**config.mk**
```make
export PLATFORM = sky130hd
export DESIGN_NAME = uart_packet_parser_flat
export DESIGN_NICKNAME = d
export VERILOG_FILES = /design/src/rtl/uart_packet_parser_if.sv /design/src/rtl/uart_packet_parser.sv /design/src/flat_wrapper.sv
export SDC_FILE = /design/constraint.sdc
export NUM_CORES = 1
export LEC_CHECK = 0
export BUFFER_PORTS_ARGS = -buffer_cell sky130_fd_sc_hd__buf_2
export CAP_MARGIN = 20
export CORE_MARGIN = 4
export CORE_UTILIZATION = 60
export DETAILED_ROUTE_END_ITERATION = 6
export PLACE_DENSITY = 0.83
export SLEW_MARGIN = 20
export SYNTH_ARGS = -nofsm -noshare
export SYNTH_HDL_FRONTEND = slang
export SYNTH_SLANG_ARGS = --single-unit
```
**constraint.sdc**
```tcl
create_clock -name clk -period 3.3 [get_ports clk]
set_input_delay 0.66 -clock clk [delete_from_list [all_inputs] [get_ports clk]]
set_output_delay 0.66 -clock clk [all_outputs]
set_load 0.02 [all_outputs]
```
**src/rtl/uart_packet_parser_if.sv**
```systemverilog
`default_nettype none
// +----------------------------------------------------------------------------+
// | uart_packet_parser_if : UART-RX pop handshake plus validated payload stream |
// | Revision: 1.0                                                              |
// +----------------------------------------------------------------------------+
interface uart_packet_parser_if;
   logic       pending_data_rx;
   logic       req_data;
   logic [7:0] data_out_rx;
   logic       parity_error_rx;
   logic       out_valid;
   logic       out_ready;
   logic [7:0] out_data;
   logic       out_last;
   logic       pkt_ok;
   logic       pkt_err;
   logic [1:0] err_code;

   modport master (
      input  pending_data_rx, data_out_rx, parity_error_rx, out_ready,
      output req_data, out_valid, out_data, out_last, pkt_ok, pkt_err, err_code
   );

   modport slave (
      output pending_data_rx, data_out_rx, parity_error_rx, out_ready,
      input  req_data, out_valid, out_data, out_last, pkt_ok, pkt_err, err_code
   );
endinterface
`default_nettype wire

```
**src/rtl/uart_packet_parser.sv**
```systemverilog
`default_nettype none
// +----------------------------------------------------------------------------+
// | uart_packet_parser : frames SYNC/LEN/PAYLOAD/CHK packets from the UART RX  |
// | FIFO and streams checksum-validated payload. Option: UART_PKT_TIMEOUT_EN.  |
// | Revision: 1.0                                                              |
// +----------------------------------------------------------------------------+
module uart_packet_parser #(
   parameter logic [7:0] SYNC_BYTE      = 8'hA5,
   parameter int         MAX_PAYLOAD    = 16,
   parameter int         TIMEOUT_CYCLES = 120000
) (
   input  logic                 clk,
   input  logic                 rst_n,
   uart_packet_parser_if.master bus
);
   localparam int         IW      = $clog2(MAX_PAYLOAD + 1);
   localparam int         DEPTH   = 1 << IW;
   localparam logic [7:0] MAX_LEN = 8'(MAX_PAYLOAD);

   typedef enum logic [2:0] {
      ST_HUNT    = 3'd0,
      ST_LEN     = 3'd1,
      ST_PAYLOAD = 3'd2,
      ST_CHK     = 3'd3,
      ST_DRAIN   = 3'd4
   } state_t;

   state_t        state_q;
   logic [1:0]    fcnt_q;
   logic          req_q;
   logic [7:0]    len_q;
   logic [7:0]    chk_q;
   logic [IW-1:0] idx_q;
   logic [IW-1:0] rd_q;
   logic          out_valid_q;
   logic          out_last_q;
   logic [7:0]    out_data_q;
   logic          pkt_ok_q;
   logic          pkt_err_q;
   logic [1:0]    err_code_q;
   logic [7:0]    mem_q [DEPTH];

   logic          w_byte_evt;
   logic          w_in_pkt;
   logic          w_tmo_expire;
   logic          w_mem_we;
   logic [7:0]    w_idx_nxt;
   logic [IW-1:0] w_rd_nxt;

   // fcnt_q = 3 is the cycle two after req_data, when the popped byte is valid
   assign w_byte_evt = (fcnt_q == 2'd3);
   assign w_in_pkt   = (state_q == ST_LEN) || (state_q == ST_PAYLOAD) || (state_q == ST_CHK);
   assign w_idx_nxt  = 8'(idx_q) + 8'd1;
   assign w_rd_nxt   = rd_q + IW'(1);
   assign w_mem_we   = w_byte_evt && (state_q == ST_PAYLOAD) && !bus.parity_error_rx;

`ifdef UART_PKT_TIMEOUT_EN
   localparam int CW = $clog2(TIMEOUT_CYCLES + 1);
   logic [CW-1:0] tmo_q;

   assign w_tmo_expire = w_in_pkt && (fcnt_q == 2'd0) && (tmo_q == CW'(TIMEOUT_CYCLES - 1));

   always_ff @(posedge clk or negedge rst_n) begin
      if (!rst_n) begin
         tmo_q <= '0;
      end else if (w_byte_evt || !w_in_pkt) begin
         tmo_q <= '0;
      end else if (fcnt_q == 2'd0) begin
         tmo_q <= tmo_q + CW'(1);
      end
   end
`else
   // Constant 0: a stalled packet simply waits for more bytes
   assign w_tmo_expire = (TIMEOUT_CYCLES < 0);
`endif

   always_ff @(posedge clk) begin
      if (w_mem_we) begin
         mem_q[idx_q] <= bus.data_out_rx;
      end
   end

   always_ff @(posedge clk or negedge rst_n) begin
      if (!rst_n) begin
         state_q     <= ST_HUNT;
         fcnt_q      <= 2'd0;
         req_q       <= 1'b0;
         len_q       <= 8'd0;
         chk_q       <= 8'd0;
         idx_q       <= '0;
         rd_q        <= '0;
         out_valid_q <= 1'b0;
         out_last_q  <= 1'b0;
         out_data_q  <= 8'd0;
         pkt_ok_q    <= 1'b0;
         pkt_err_q   <= 1'b0;
         err_code_q  <= 2'b00;
      end else begin
         pkt_ok_q  <= 1'b0;
         pkt_err_q <= 1'b0;

         // Fetch: a 4-cycle req/wait/wait/sample loop, never started in DRAIN
         if (fcnt_q != 2'd0) begin
            fcnt_q <= fcnt_q + 2'd1;
            req_q  <= 1'b0;
         end else if (bus.pending_data_rx && (state_q != ST_DRAIN)) begin
            fcnt_q <= 2'd1;
            req_q  <= 1'b1;
         end else begin
            req_q  <= 1'b0;
         end

         case (state_q)
            ST_HUNT: begin
               if (w_byte_evt && !bus.parity_error_rx && (bus.data_out_rx == SYNC_BYTE)) begin
                  state_q <= ST_LEN;
               end
            end
            ST_LEN: begin
               if (w_byte_evt) begin
                  len_q <= bus.data_out_rx;
                  chk_q <= bus.data_out_rx;
                  idx_q <= '0;
                  if (bus.parity_error_rx) begin
                     pkt_err_q  <= 1'b1;
                     err_code_q <= 2'b01;
                     state_q    <= ST_HUNT;
                  end else if (bus.data_out_rx > MAX_LEN) begin
                     pkt_err_q  <= 1'b1;
                     err_code_q <= 2'b10;
                     state_q    <= ST_HUNT;
                  end else if (bus.data_out_rx == 8'd0) begin
                     state_q <= ST_CHK;
                  end else begin
                     state_q <= ST_PAYLOAD;
                  end
               end else if (w_tmo_expire) begin
                  pkt_err_q  <= 1'b1;
                  err_code_q <= 2'b00;
                  state_q    <= ST_HUNT;
               end
            end
            ST_PAYLOAD: begin
               if (w_byte_evt) begin
                  if (bus.parity_error_rx) begin
                     pkt_err_q  <= 1'b1;
                     err_code_q <= 2'b01;
                     state_q    <= ST_HUNT;
                  end else begin
                     chk_q <= chk_q ^ bus.data_out_rx;
                     idx_q <= idx_q + IW'(1);
                     if (w_idx_nxt == len_q) begin
                        state_q <= ST_CHK;
                     end
                  end
               end else if (w_tmo_expire) begin
                  pkt_err_q  <= 1'b1;
                  err_code_q <= 2'b00;
                  state_q    <= ST_HUNT;
               end
            end
            ST_CHK: begin
               if (w_byte_evt) begin
                  if (bus.parity_error_rx) begin
                     pkt_err_q  <= 1'b1;
                     err_code_q <= 2'b01;
                     state_q    <= ST_HUNT;
                  end else if (bus.data_out_rx == chk_q) begin
                     pkt_ok_q <= 1'b1;
                     if (len_q == 8'd0) begin
                        state_q <= ST_HUNT;
                     end else begin
                        // First beat is presented together with the pkt_ok pulse
                        state_q     <= ST_DRAIN;
                        rd_q        <= '0;
                        out_valid_q <= 1'b1;
                        out_data_q  <= mem_q['0];
                        out_last_q  <= (len_q == 8'd1);
                     end
                  end else begin
                     pkt_err_q  <= 1'b1;
                     err_code_q <= 2'b11;
                     state_q    <= ST_HUNT;
                  end
               end else if (w_tmo_expire) begin
                  pkt_err_q  <= 1'b1;
                  err_code_q <= 2'b00;
                  state_q    <= ST_HUNT;
               end
            end
            ST_DRAIN: begin
               if (out_valid_q && bus.out_ready) begin
                  if (out_last_q) begin
                     out_valid_q <= 1'b0;
                     out_last_q  <= 1'b0;
                     state_q     <= ST_HUNT;
                  end else begin
                     rd_q       <= w_rd_nxt;
                     out_data_q <= mem_q[w_rd_nxt];
                     out_last_q <= ((8'(rd_q) + 8'd2) == len_q);
                  end
               end
            end
            default: begin
               state_q <= ST_HUNT;
            end
         endcase
      end
   end

   assign bus.req_data  = req_q;
   assign bus.out_valid = out_valid_q;
   assign bus.out_data  = out_data_q;
   assign bus.out_last  = out_last_q;
   assign bus.pkt_ok    = pkt_ok_q;
   assign bus.pkt_err   = pkt_err_q;
   assign bus.err_code  = err_code_q;
endmodule
`default_nettype wire
```
**src/flat_wrapper.sv**
```systemverilog
// flat-port wrapper written by rule: the top's interface ports become plain ports
module uart_packet_parser_flat 
#(
   parameter logic [7:0] SYNC_BYTE      = 8'hA5,
   parameter int         MAX_PAYLOAD    = 16,
   parameter int         TIMEOUT_CYCLES = 120000
)
  (clk, rst_n, bus_pending_data_rx, bus_data_out_rx, bus_parity_error_rx, bus_out_ready, bus_req_data, bus_out_valid, bus_out_data, bus_out_last, bus_pkt_ok, bus_pkt_err, bus_err_code);
  uart_packet_parser_if bus_i ();
  input  logic clk;
  input  logic rst_n;
  input wire logic [$bits(bus_i.pending_data_rx)-1:0] bus_pending_data_rx;
  input wire logic [$bits(bus_i.data_out_rx)-1:0] bus_data_out_rx;
  input wire logic [$bits(bus_i.parity_error_rx)-1:0] bus_parity_error_rx;
  input wire logic [$bits(bus_i.out_ready)-1:0] bus_out_ready;
  output wire logic [$bits(bus_i.req_data)-1:0] bus_req_data;
  output wire logic [$bits(bus_i.out_valid)-1:0] bus_out_valid;
  output wire logic [$bits(bus_i.out_data)-1:0] bus_out_data;
  output wire logic [$bits(bus_i.out_last)-1:0] bus_out_last;
  output wire logic [$bits(bus_i.pkt_ok)-1:0] bus_pkt_ok;
  output wire logic [$bits(bus_i.pkt_err)-1:0] bus_pkt_err;
  output wire logic [$bits(bus_i.err_code)-1:0] bus_err_code;
  assign bus_i.pending_data_rx = bus_pending_data_rx;
  assign bus_i.data_out_rx = bus_data_out_rx;
  assign bus_i.parity_error_rx = bus_parity_error_rx;
  assign bus_i.out_ready = bus_out_ready;
  assign bus_req_data = bus_i.req_data;
  assign bus_out_valid = bus_i.out_valid;
  assign bus_out_data = bus_i.out_data;
  assign bus_out_last = bus_i.out_last;
  assign bus_pkt_ok = bus_i.pkt_ok;
  assign bus_pkt_err = bus_i.pkt_err;
  assign bus_err_code = bus_i.err_code;
  uart_packet_parser #(.SYNC_BYTE(SYNC_BYTE), .MAX_PAYLOAD(MAX_PAYLOAD), .TIMEOUT_CYCLES(TIMEOUT_CYCLES)) u_core (.clk(clk), .rst_n(rst_n), .bus(bus_i));
endmodule
```
==> impl_metrics.py <==
metrics = {
    "status": {
        "status": "finished, final reports clean",
    },
    "detailed_routing": {
        "routed_wl_mm": 30.42,
        "via_count": 7536,
        "wl_per_cell_um": 26.92,
        "dr.pass1.iters": 6,
        "ant_nets": 0,
        "detail_route.vias_per_cell": 6.669,
        "drt_iter0_drc": 1156,
        "drc": 0,
    },
    "cts": {
        "clock_path_buffers": 3,
        "holdBufCountCts": 0,
        "clk_latency_ps": 560,
        "cts.sinks": 302,
        "cts_resized": 0,
        "cts_tree": "done",
        "cts_setup_buffers": 0,
        "root_buffer": "clkbuf_16",
        "numCtsBuffers": 29,
        "clk_pin_slew_ps": 70,
        "cts_max_level": 1,
    },
    "global_routing": {
        "grt_pass1_wl_mm": 47.22,
        "grt_use_met2_pct": 41.29,
        "gr-total-overflow": 0,
        "top_usage_layer": "met2",
        "grt_start_max_net_pins": 68,
        "track_usage_pct": 26.40,
        "grt_pass1_vias": 7571,
        "grtUsageMet1_pct": 38.98,
        "use_met3_pct": 4.693,
        "antenna_found_initial": 0,
    },
    "critical_path": {
        "start_kind": "flop",
        "cp.required_ps": 3750,
        "cp_max_fo": 29,
        "endpoint_kind": "flop",
        "cp.arrival_ps": 3320,
        "path_class": "flop to flop",
    },
    "cells_and_area": {
        "layout_commonest_cell": "edfxtp_1",
        "area_delta_synth_final_pct": 13.69,
        "fill_cells": 1272,
        "diodes": 0,
        "nets": 859,
        "final_cell_mix": "edfxtp_1, nand2_1, mux4_2, nor2_1, buf_4",
        "drive_above_1_share_pct": 23.37,
    },
    "die": {
        "core_area_um2": 20430,
        "die_w_um": 152.9,
        "start_util_pct": 61.67,
        "io_pins": 28,
        "die_area_um2": 23380,
        "rows": 52,
        "die_h_um": 152.9,
    },
    "power_and_ir_drop": {
        "power.leakage_nw": 4.915,
        "peakVddDrop_v": 0.0005228,
        "power_density_nw_per_um2": 605.2,
    },
    "place": {
        "dp_hpwl_mm": 19.30,
        "dp_slack_ps": 462.6,
        "globalplace.congestion": 0.9032,
        "port_buffers": 27,
    },
    "synth": {
        "async_flop_share_pct": 15.23,
        "syn_area_um2": 12600,
        "synth-main-ff-cell": "edfxtp_1",
        "synth_top_cell_by_area": "edfxtp_1",
        "avgSynthCellArea_um2": 16.32,
        "synth_seq_cells": 302,
        "synth.area.top_cells": "edfxtp_1, mux4_2, dfrtp_1",
        "synth_top_area_share_pct": 61.01,
        "yosysSeqAreaShare_pct": 70.15,
        "yosysUniqueCellTypes": 58,
        "synthCells": 772,
        "synth_edf_count": 256,
        "yosys_warnings": 0,
        "syn-num-nets": 793,
    },
    "timing": {
        "hold_viol": 0,
        "period_share_pct": 86.94,
        "rsz0062_at_grt": "no",
        "finalClockSkew_ps": 11.85,
        "relSlewSlack_pct": 37.06,
        "setup_ws_ps": 431.1,
        "setup_violations": 0,
        "drv_slew": 0,
        "layout_min_cycle_time_ps": 2869,
        "fmaxAchievable_mhz": 348.6,
        "worst-slew-pin-transition_ps": 944.0,
        "fin_setup_tns_ps": 0,
    },
    "hold_path": {
        "hold_class": "input port to asynchronous set/reset pin",
    },
    "flow_run": {
        "cap_violations": 0,
    },
}
per-stage QoR:
step           hold WS, ps  cell area, µm²  utilization [%]  power, mW  instances
2_1_floorplan        364.4           12600                -      4.973        772
3_3_place_gp         464.5           13310            65.15      5.186       1077
3_5_place_dp         464.9           13310            65.15      5.241       1077
4_1_cts              328.1           14320            70.11      8.703       1130
5_1_grt              168.2           14330            70.12      8.985       1130
6_report             119.5           14330            70.12      8.669       1130
path summary, 6_finish.rpt:
path                       cells after the start  slack (ps)                         from                                 end
setup / recovery                               8         430   u_core.rd_q[0]$_DFFE_PN0P_  u_core.bus.out_data[6]$_DFFE_PN0P_
hold / removal                                 1         120                        rst_n       u_core.bus.req_data$_DFF_PN0_
setup reg to reg                               8         430   u_core.rd_q[0]$_DFFE_PN0P_  u_core.bus.out_data[6]$_DFFE_PN0P_
hold reg to reg                                2         480  u_core.len_q[7]$_DFFE_PN0P_         u_core.len_q[7]$_DFFE_PN0P_
max in group asynchronous                      1        2700                        rst_n          u_core.rd_q[0]$_DFFE_PN0P_
min in group clk                               2         390          bus_pending_data_rx       u_core.bus.req_data$_DFF_PN0_
layer usage:
layer  part of all wire, %  up-vias
li1                      -     3136
met5                     0        -
met1                    39     3814
met4                   3.5        0
met2                    48      503
met3                   9.8       83
registers in the layout (all words and copies together), names as in the netlist:
register              flops
u_core.bus.pkt_err        1
u_core.chk_q              8
u_core.rd_q               5
u_core.len_q              8
u_core.bus.err_code       2
u_core.fcnt_q             2
u_core.idx_q              5
u_core.bus.out_data       8
u_core.mem_q            256
u_core.bus.out_last       1
u_core.state_q            3
u_core.bus.pkt_ok         1
u_core.bus.req_data       1
u_core.bus.out_valid      1
cell families (layout without fill, tap and decap cells):
group                    Yosys count  count (layout)  share of synthesized area [%]
AND/OR/NAND/NOR                  218             218                          7.925
XOR/XNOR                          26              26                          1.956
AO/OA/AOI/OAI                     84              84                          4.369
multiplexers                      84              84                          13.16
adder cells (fa/ha/maj)            8               8                         0.7945
flip-flops                       302             302                          70.15
buffers and inverters             50             138                          1.648
where the power goes:
part | total [mW] | internal (mW) | switching [mW]
sequential | 4.46 | 4.28 | 0.180
clock | 3.49 | 2.08 | 1.41
combinational | 0.714 | 0.270 | 0.444
synth_stat cells, drive strengths merged (5+ instances only):
cell type / n
o21ai: 23
buf: 14
xor2: 16
edfxtp: 256
ha: 8
xnor2: 10
mux4: 65
a31oi: 5
nand4: 6
a21oi: 18
inv: 7
clkbuf: 28
dfrtp: 46
nand2: 77
nand3: 37
mux2i: 16
nor2: 60
area by class of cell:
cell class | count | area [µm²] | area share [%]
Clock buffer | 29 | 725.7 | 5.066
Clock inverter | 24 | 287.8 | 2.009
Inverter | 8 | 30.03 | 0.2096
Multi-Input combinational cell | 420 | 3563 | 24.88
Sequential cell | 302 | 8842 | 61.73
Tap cell | 270 | 337.8 | 2.358
Timing Repair Buffer | 77 | 538.0 | 3.756
worst max-delay path, stage by stage, from the launching register on:
cell	delay, ps
dfrtp_4	500
ha_2	280
xor2_4	340
buf_4	430
mux2i_1	150
mux4_2	500
a21oi_1	160
a22oi_1	100
a21oi_1	300
Note: power is estimated with default switching activity, not from simulation.
